File: config.mk
export PLATFORM = sky130hd
export DESIGN_NAME = fpalu_seq
export DESIGN_NICKNAME = d
export VERILOG_FILES = /design/src/rtl/fpalu_pkg.sv /design/src/rtl/fpalu_lat_lut.sv /design/src/rtl/fpalu_seq.sv
export SDC_FILE = /design/constraint.sdc
export NUM_CORES = 1
export LEC_CHECK = 0
export ABC_CLOCK_PERIOD_IN_PS = 1530
export CAP_MARGIN = 20
export CORE_MARGIN = 2
export CORE_UTILIZATION = 35
export CTS_CLUSTER_SIZE = 40
export DETAILED_ROUTE_END_ITERATION = 8
export PLACE_DENSITY = 0.74
export SLEW_MARGIN = 0
export SYNTH_ARGS = -nofsm -noshare
export SYNTH_HDL_FRONTEND = slang
export SYNTH_HIERARCHICAL = 1
export SYNTH_SLANG_ARGS = --single-unit
export TNS_END_PERCENT = 50
File: constraint.sdc
create_clock -name iclock -period 1.53 [get_ports iclock]
set_input_delay 0.306 -clock iclock [delete_from_list [all_inputs] [get_ports iclock]]
set_output_delay 0.306 -clock iclock [all_outputs]
set_load 0.05 [all_outputs]
File: src/rtl/fpalu_pkg.sv
// Shared FP-ALU definitions: opcode encodings, default pipeline latencies,
// the opcode-to-latency mapping and the sequencer state encoding.
package fpalu_pkg;

    localparam int FOP_W = 5;

    localparam logic [FOP_W-1:0] FOPADD   = 5'd0;
    localparam logic [FOP_W-1:0] FOPSUB   = 5'd1;
    localparam logic [FOP_W-1:0] FOPMUL   = 5'd2;
    localparam logic [FOP_W-1:0] FOPDIV   = 5'd3;
    localparam logic [FOP_W-1:0] FOPSQRT  = 5'd4;
    localparam logic [FOP_W-1:0] FOPABS   = 5'd5;
    localparam logic [FOP_W-1:0] FOPNEG   = 5'd6;
    localparam logic [FOP_W-1:0] FOPCEQ   = 5'd7;
    localparam logic [FOP_W-1:0] FOPCLT   = 5'd8;
    localparam logic [FOP_W-1:0] FOPCLE   = 5'd9;
    localparam logic [FOP_W-1:0] FOPCVTSW = 5'd10;
    localparam logic [FOP_W-1:0] FOPCVTWS = 5'd11;

    localparam int unsigned LAT_ADD_DEF  = 7;
    localparam int unsigned LAT_MUL_DEF  = 5;
    localparam int unsigned LAT_DIV_DEF  = 6;
    localparam int unsigned LAT_SQRT_DEF = 16;
    localparam int unsigned LAT_CMP_DEF  = 1;
    localparam int unsigned LAT_CVT_DEF  = 6;
    localparam int unsigned LAT_COMB_DEF = 1;
    localparam int unsigned CNT_W_DEF    = 5;

    typedef enum logic [1:0] {IDLE, BUSY, DONE} state_t;

    function automatic logic fop_is_cmp(input logic [FOP_W-1:0] op);
        return (op == FOPCEQ) || (op == FOPCLT) || (op == FOPCLE);
    endfunction

    // Unlisted opcodes fall through to the combinational latency.
    function automatic int unsigned fop_lat(
        input logic [FOP_W-1:0] op,
        input int unsigned l_add, l_mul, l_div, l_sqrt, l_cmp, l_cvt, l_comb
    );
        int unsigned lat;
        case (op)
            FOPADD, FOPSUB:                 lat = l_add;
            FOPMUL:                         lat = l_mul;
            FOPDIV:                         lat = l_div;
            FOPSQRT:                        lat = l_sqrt;
            FOPCEQ, FOPCLT, FOPCLE:         lat = l_cmp;
            FOPCVTSW, FOPCVTWS:             lat = l_cvt;
            default:                        lat = l_comb;
        endcase
        return lat;
    endfunction

endpackage

File: src/rtl/fpalu_lat_lut.sv
// Opcode to ALU pipeline latency lookup, sized to the sequencer counter.
module fpalu_lat_lut
    import fpalu_pkg::*;
#(
    parameter int unsigned LAT_ADD  = LAT_ADD_DEF,
    parameter int unsigned LAT_MUL  = LAT_MUL_DEF,
    parameter int unsigned LAT_DIV  = LAT_DIV_DEF,
    parameter int unsigned LAT_SQRT = LAT_SQRT_DEF,
    parameter int unsigned LAT_CMP  = LAT_CMP_DEF,
    parameter int unsigned LAT_CVT  = LAT_CVT_DEF,
    parameter int unsigned LAT_COMB = LAT_COMB_DEF,
    parameter int unsigned CNT_W    = CNT_W_DEF
) (
    input  logic [FOP_W-1:0] icontrol,
    output logic [CNT_W-1:0] olat
);

    assign olat = CNT_W'(fop_lat(icontrol, LAT_ADD, LAT_MUL, LAT_DIV, LAT_SQRT,
                                 LAT_CMP, LAT_CVT, LAT_COMB));

endmodule

File: src/rtl/fpalu_seq.sv
// Issue/sequencing stage in front of the FP ALU: holds operands stable,
// waits out the opcode latency, captures result/flags, tracks cond and sticky bits.
module fpalu_seq
    import fpalu_pkg::*;
#(
    parameter int unsigned LAT_ADD  = LAT_ADD_DEF,
    parameter int unsigned LAT_MUL  = LAT_MUL_DEF,
    parameter int unsigned LAT_DIV  = LAT_DIV_DEF,
    parameter int unsigned LAT_SQRT = LAT_SQRT_DEF,
    parameter int unsigned LAT_CMP  = LAT_CMP_DEF,
    parameter int unsigned LAT_CVT  = LAT_CVT_DEF,
    parameter int unsigned LAT_COMB = LAT_COMB_DEF,
    parameter int unsigned CNT_W    = CNT_W_DEF
) (
    input  logic              iclock,
    input  logic              ireset_n,
    input  logic              istart,
    input  logic [FOP_W-1:0]  icontrol,
    input  logic [31:0]       idataa,
    input  logic [31:0]       idatab,
    output logic              oready,
    output logic              ovalid,
    input  logic              iack,
    output logic [31:0]       oresult,
    output logic              onan,
    output logic              ozero,
    output logic              ooverflow,
    output logic              ounderflow,
    output logic              ocond,
    output logic [2:0]        osticky,
    input  logic              iclear_sticky,
    output logic [31:0]       oalu_dataa,
    output logic [31:0]       oalu_datab,
    output logic [FOP_W-1:0]  oalu_control,
    input  logic [31:0]       ialu_result,
    input  logic              ialu_nan,
    input  logic              ialu_zero,
    input  logic              ialu_overflow,
    input  logic              ialu_underflow,
    input  logic              ialu_comp
);

    state_t           state, state_nx;
    logic [CNT_W-1:0] cnt, lat;
    logic             accept, capture;
    logic [2:0]       sticky_base;

    fpalu_lat_lut #(
        .LAT_ADD(LAT_ADD), .LAT_MUL(LAT_MUL), .LAT_DIV(LAT_DIV), .LAT_SQRT(LAT_SQRT),
        .LAT_CMP(LAT_CMP), .LAT_CVT(LAT_CVT), .LAT_COMB(LAT_COMB), .CNT_W(CNT_W)
    ) u_lat_lut (
        .icontrol(icontrol),
        .olat(lat)
    );

    always_comb begin
        state_nx = state;
        oready   = 1'b0;
        ovalid   = 1'b0;
        accept   = 1'b0;
        capture  = 1'b0;
        case (state)
            IDLE: begin
                oready = 1'b1;
                if (istart) begin
                    accept   = 1'b1;
                    state_nx = BUSY;
                end
            end
            BUSY: begin
                if (cnt == CNT_W'(1)) begin
                    capture  = 1'b1;
                    state_nx = DONE;
                end
            end
            DONE: begin
                ovalid = 1'b1;
                if (iack) state_nx = IDLE;
            end
            default: state_nx = IDLE;
        endcase
    end

    // A clear coinciding with a capture wipes the old flags before the new ones OR in.
    assign sticky_base = iclear_sticky ? 3'b000 : osticky;

    always_ff @(posedge iclock) begin
        if (!ireset_n) begin
            state        <= IDLE;
            cnt          <= '0;
            oresult      <= '0;
            onan         <= 1'b0;
            ozero        <= 1'b0;
            ooverflow    <= 1'b0;
            ounderflow   <= 1'b0;
            ocond        <= 1'b0;
            osticky      <= 3'b000;
            oalu_dataa   <= '0;
            oalu_datab   <= '0;
            oalu_control <= '0;
        end else begin
            state <= state_nx;
            if (accept) begin
                cnt          <= lat;
                oalu_dataa   <= idataa;
                oalu_datab   <= idatab;
                oalu_control <= icontrol;
            end else if (state == BUSY) begin
                cnt <= cnt - 1'b1;
            end
            if (capture) begin
                oresult    <= ialu_result;
                onan       <= ialu_nan;
                ozero      <= ialu_zero;
                ooverflow  <= ialu_overflow;
                ounderflow <= ialu_underflow;
                if (fop_is_cmp(oalu_control)) ocond <= ialu_comp;
                osticky <= sticky_base | {ialu_nan, ialu_overflow, ialu_underflow};
            end else if (iclear_sticky) begin
                osticky <= 3'b000;
            end
        end
    end

endmodule

* Yosys cells after proc, flatten, opt, wreduce, memory -nomap -nowiden
Memory sizes are Yosys's and may differ from the RTL's.
Index checks and enable logic that the tools add are counted.
** Word-level totals
- Flip-flop bits (word level) :: 116
- Bits in read-only memories :: 64
- Memories kept :: 1
** Cells by class
- Add/subtract/negate cells :: 1
- Equal/unequal tests :: 9
- Muxes and demuxes :: 15
- Bitwise operators :: 1
- Reduce and logical (&&, ||, !) cells :: 6
** Memories
- (no name shown) :: depth 16, bits a word 4, rd ports 1, clocked after Yosys merged registers in 0, write ports 0, RTL line fpalu_pkg.sv:41 : case (op)
** Operators by type and width (count)
- two-way mux 5 bit :: 3
- equality test 5 x 4 -> 1 bit, second input constant :: 2
- two-way mux 1 bit :: 6
- two-way mux 2 bit :: 3
- two-way mux 3 bit :: 2
- != test 2 bit, second input constant :: 3
- case mux 2 bit (3 select lines) :: 1
- equality test 5 x 1 -> 1 bit, second input constant :: 1
- equality test 5 x 3 -> 1 bit, second input constant :: 1
- subtractor 5 x 1 -> 5 bit, second input constant :: 1
- OR 3 bit :: 1
- AND reduction 3 bit :: 1
- equality test 2 x 1 -> 1 bit, second input constant :: 1
- equality test 2 bit, second input constant :: 1
- logical NOT 2 bit :: 1
- logical OR 1 bit :: 2
- AND reduction 2 bit :: 1
- nonzero test 2 bit :: 1

* Longest topological paths before layout
- Depth in word-level cells :: 4
- Gate-level depth with buffers :: 8
- Depth with buffers taken out :: 7

* By module
The synthesis kept the hierarchy.
** By module, submodules not included
- fpalu_seq :: times used 1, cells an instance 524, area each 4684.5 um^2, sequential area each 2322.2 um^2
- fpalu_lat_lut :: times used 1, cells an instance 10, area each 61.3 um^2, sequential area each 0.0 um^2

* Worst setup path before layout
No wires, ideal clock.
- Path kind :: register -> register
- Start :: register state[1]
- End :: register state[1]
- Setup time :: 58 ps
- Arrival :: 1499 ps
- Data required time :: 1472 ps
- Setup slack :: -27 ps
- Stages on the path, launching flop included :: 5
- Path buffers :: 1
- Period minus slack after synthesis :: 1557 ps
- Cells stage by stage :: dfxtp_1 buf_6 nor2b_1 nor2b_1 o21a_1
** On the way
- Cells in the longest elaborated chain, start to end :: 3
- Elaborated cells between the ends (all ways) :: 8
** RTL lines
- from (decl) :: RTL line fpalu_seq.sv:43 : state_t state, state_nx;
- from (signal assigned) :: RTL line fpalu_seq.sv:102 : state <= state_nx;
- equality test 2 x 1 -> 1 bit, or another cell as far along :: RTL line fpalu_seq.sv:62 : case (state)
- != test 2 bit (no source line)
- AND reduction 3 bit (no source line)
Several ways; a longest one is shown, not always the timed one.
A chain may end at the register's enable or synchronous reset.

* Worst setup path after layout
- Start :: input icontrol[1]
- End :: register cnt[1]
** On the way
- Cells in the longest elaborated chain, start to end :: 3
** RTL lines
- from (decl) :: RTL line fpalu_seq.sv:18 : input logic [FOP_W-1:0] icontrol,
- memory (16 x 4 bit)
- two-way mux 5 bit :: RTL line fpalu_pkg.sv:41
- named net lat[1] :: RTL line fpalu_seq.sv:44 : logic [CNT_W-1:0] cnt, lat;
- two-way mux 5 bit :: RTL line fpalu_seq.sv:103 : if (accept) begin
- to (signal assigned) :: RTL line fpalu_seq.sv:104 : cnt <= lat;
- to (signal assigned) :: RTL line fpalu_seq.sv:109 : cnt <= cnt - 1'b1;
- to (decl) :: RTL line fpalu_seq.sv:44
The timed path passes the listed nets, and every way through them passes these cells.

==> metrics.txt <==
Worst-path clk slew=50 ps; area of the core=13200 um^2; fmax=0.631 GHz; gr usage total=20.2%; H-tree Lvls=4; Compound-Gate Fraction of Synth Area=22.9%; outcome=complete, but fails checks; mux cell area share after synthesis=0%; Post-CTS Hold Fix Bufs=0; vias in the first global route=4593; clock power share=40.3%; adder-cell share of the synthesized area=0.527%; fraction of registers with async set/reset=0%; largest family of logic cells by synthesized area=compound AO/OA/AOI/OAI gates; fin crit share=104%; Critical Path Fanout Max=2; Comb power frac=23.0%; Layout area overhead=87.1%; Layout Nets=877; total global routing overflow=0; GPL Wtd Cong=0.812; Max clock buf depth=2; port buffer count=221; final setup fails=1; number of fillers in the final layout=1001; XOR/XNOR Fraction of Synth Area=0.369%; Flop pwr share=36.7%; VDD IR max=671 uV; max-slew violations=0; most common cell after layout, fill and taps aside=nand2_1; worst-path cell chain=clkdlybuf4s50_1 > inv_1 > buf_4 > a211oi_2 > a21boi_2 > nor2_1 > a21oi_1 > o221a_2; starting DRC count in detailed routing=225; largest net degree at the start of global routing=55; Starting Density=35.8%; register area share after synthesis=48.9%; Setup crit end kind=flop; placed cell area=8220 um^2; CP arrival=1930 ps; failing checks=setup timing; final hold viol count=0; Skew-Pair Late Insertion Delay=410 ps; Simple-Gate Fraction of Synth Area=21.5%; Switching Share=27.2%; Syn Nets=647; Final Worst Setup Slack=-55.9 ps; HP Class=in -> reg; Top FF cell, synth=dfxtp_1; leak pwr=3.38 nW; clock root buffer=clkbuf_16; EDFF count, synth=0; routed vias/inst=4.74; Synth Register Bits=116; DR vias=4499; worst hold slack=279 ps; drt drc=0; final core occ=67.1%; first-pass GRT wire length=22700 um; Synth warnings=6; CTS tree=done; Die Height=120 um; antenna violations before repair=0; Yosys cell types=39; ANT cells=0; pwr dens=1040 nW/um^2; multi-input logic area=2190 um^2; DPL Wire Length=10500 um; TNS Setup=-55.9 ps; num rows=42; DRT Pass-1 Iters=4; crit path kind=in -> reg; Clock Sinks=116; Max Cap Viol=0; Worst EP required=1880 ps; slowest stage delay, CP=470 ps; share of layout cells above drive strength 1=29.9%; full die area=14500 um^2; unrepaired setup endpoints after global routing=yes; Mapped Cells=534; wire per inst=15.4 um; Tmin final=1590 ps; cell area after synthesis=4750 um^2; Final ANT Viol Nets=0; CTS Buf Count=17; mean post-synth cell area=8.89 um^2; Pint=6.72 mW; fin area=8880 um^2; critical path's slowest cell=clkdlybuf4s50_1; commonest cells after routing, fill and taps aside=200 x nand2_1, 113 x dfxtp_1, 111 x buf_12, 109 x clkdlybuf4s50_1, 62 x a21boi_0; Die Wd=120 um; switching pwr=2.51 mW; Seq. cell area=2330 um^2; I/O Pins=222; Critical Path Start Type=input port; final WL=14600 um; Final Skew=8.50 ps
==> power by group through the flow <==
stage	Combinational, mW	Clock, mW	Sequential (mW)
floorplan	0.517	0	3.87
global placement	2.05	0	3.43
detailed placement	2.09	0	3.44
CTS	2.12	3.80	3.38
global route	2.23	3.97	3.40
finish	2.12	3.72	3.39
==> repair_timing <==
item	CTS	global route
pin swaps	1	3
gates cloned	1	0
setup endpoints to repair	22	41
buffers inserted	1	2
gates resized for setup	6	19
==> kinds of logic after synthesis <==
| family | after synthesis |
|---|---|
| adders and majority gates | 2 |
| DFF | 116 |
| and+or+nand+nor | 242 |
| xor gates and xnor gates | 2 |
| other | 1 |
| AOI/OAI and AO/OA | 128 |
| buffers and inverters | 43 |
==> cell usage after synthesis, types with 2 or more instances <==
| cell type | instances | area share [%] |
|---|---|---|
| nor2b_1 | 3 | 0.40 |
| dfxtp_1 | 116 | 49 |
| a21boi_1 | 10 | 1.6 |
| o21ai_0 | 2 | 0.21 |
| buf_4 | 3 | 0.47 |
| or3_1 | 2 | 0.26 |
| a21boi_0 | 71 | 11 |
| xor2_1 | 2 | 0.37 |
| clkbuf_1 | 18 | 1.4 |
| o221a_2 | 2 | 0.47 |
| nand3_1 | 2 | 0.21 |
| ha_1 | 2 | 0.53 |
| buf_12 | 2 | 0.84 |
| nand2_2 | 12 | 1.6 |
| buf_8 | 2 | 0.63 |
| buf_2 | 10 | 1.1 |
| a21oi_1 | 7 | 0.74 |
| inv_1 | 4 | 0.32 |
| a21boi_2 | 29 | 6.9 |
| nor2_1 | 8 | 0.63 |
| nand2_1 | 203 | 16 |
| nand2b_1 | 4 | 0.53 |
| buf_6 | 4 | 0.95 |
==> critical path, delay by kind of cell <==
kind / cells / cell delay [ps]
and+or+nand+nor: 1 / 80
buffers and inverters: 3 / 670
AOI/OAI and AO/OA: 4 / 870
==> sequential cells by signal, indices dropped and copies added (netlist names) <==
name and cells:
onan 1, oalu_datab 32, oalu_dataa 32, osticky 3
oalu_control 5, ounderflow 1, ocond 1, cnt 5
oresult 32, ooverflow 1, ozero 1, state 2
==> per-stage QoR <==
step                      total power, mW  std cells  worst slack (ps)
after global placement               5.48        917              -294
after CTS                            9.30        947             -44.2
after floorplan                      4.39        534              38.7
after detailed placement             5.53        917              -369
final                                9.23        949             -55.9
after global routing                 9.60        949             -83.0
==> layout make-up <==
class	count	area share [%]
multi-input combinational	375	24.7
clock buffer	24	5.76
inverter	4	0.169
tap	176	2.48
sequential	116	26.2
timing repair buffer	250	40.2
clock inverter	4	0.535
==> layer usage <==
metal,vias up,GRT usage (%),part of all wire [%]
met4,0,7.70,1.6
met2,192,34.7,51
met5,-,0,0
met3,18,10.0,10
li1,2195,-,-
met1,2094,21.0,37
==> final timing paths <==
path	start	to	slack, ps	depth (start not counted)
setup / recovery	icontrol[1]	cnt[1]	-60	8
hold reg to reg	oalu_datab[6]	oalu_datab[6]	470	2
setup reg to reg	cnt[1]	osticky[1]	10	7
hold / removal	ireset_n	cnt[4]	280	3
Note: power is estimated with default switching activity, not from simulation.
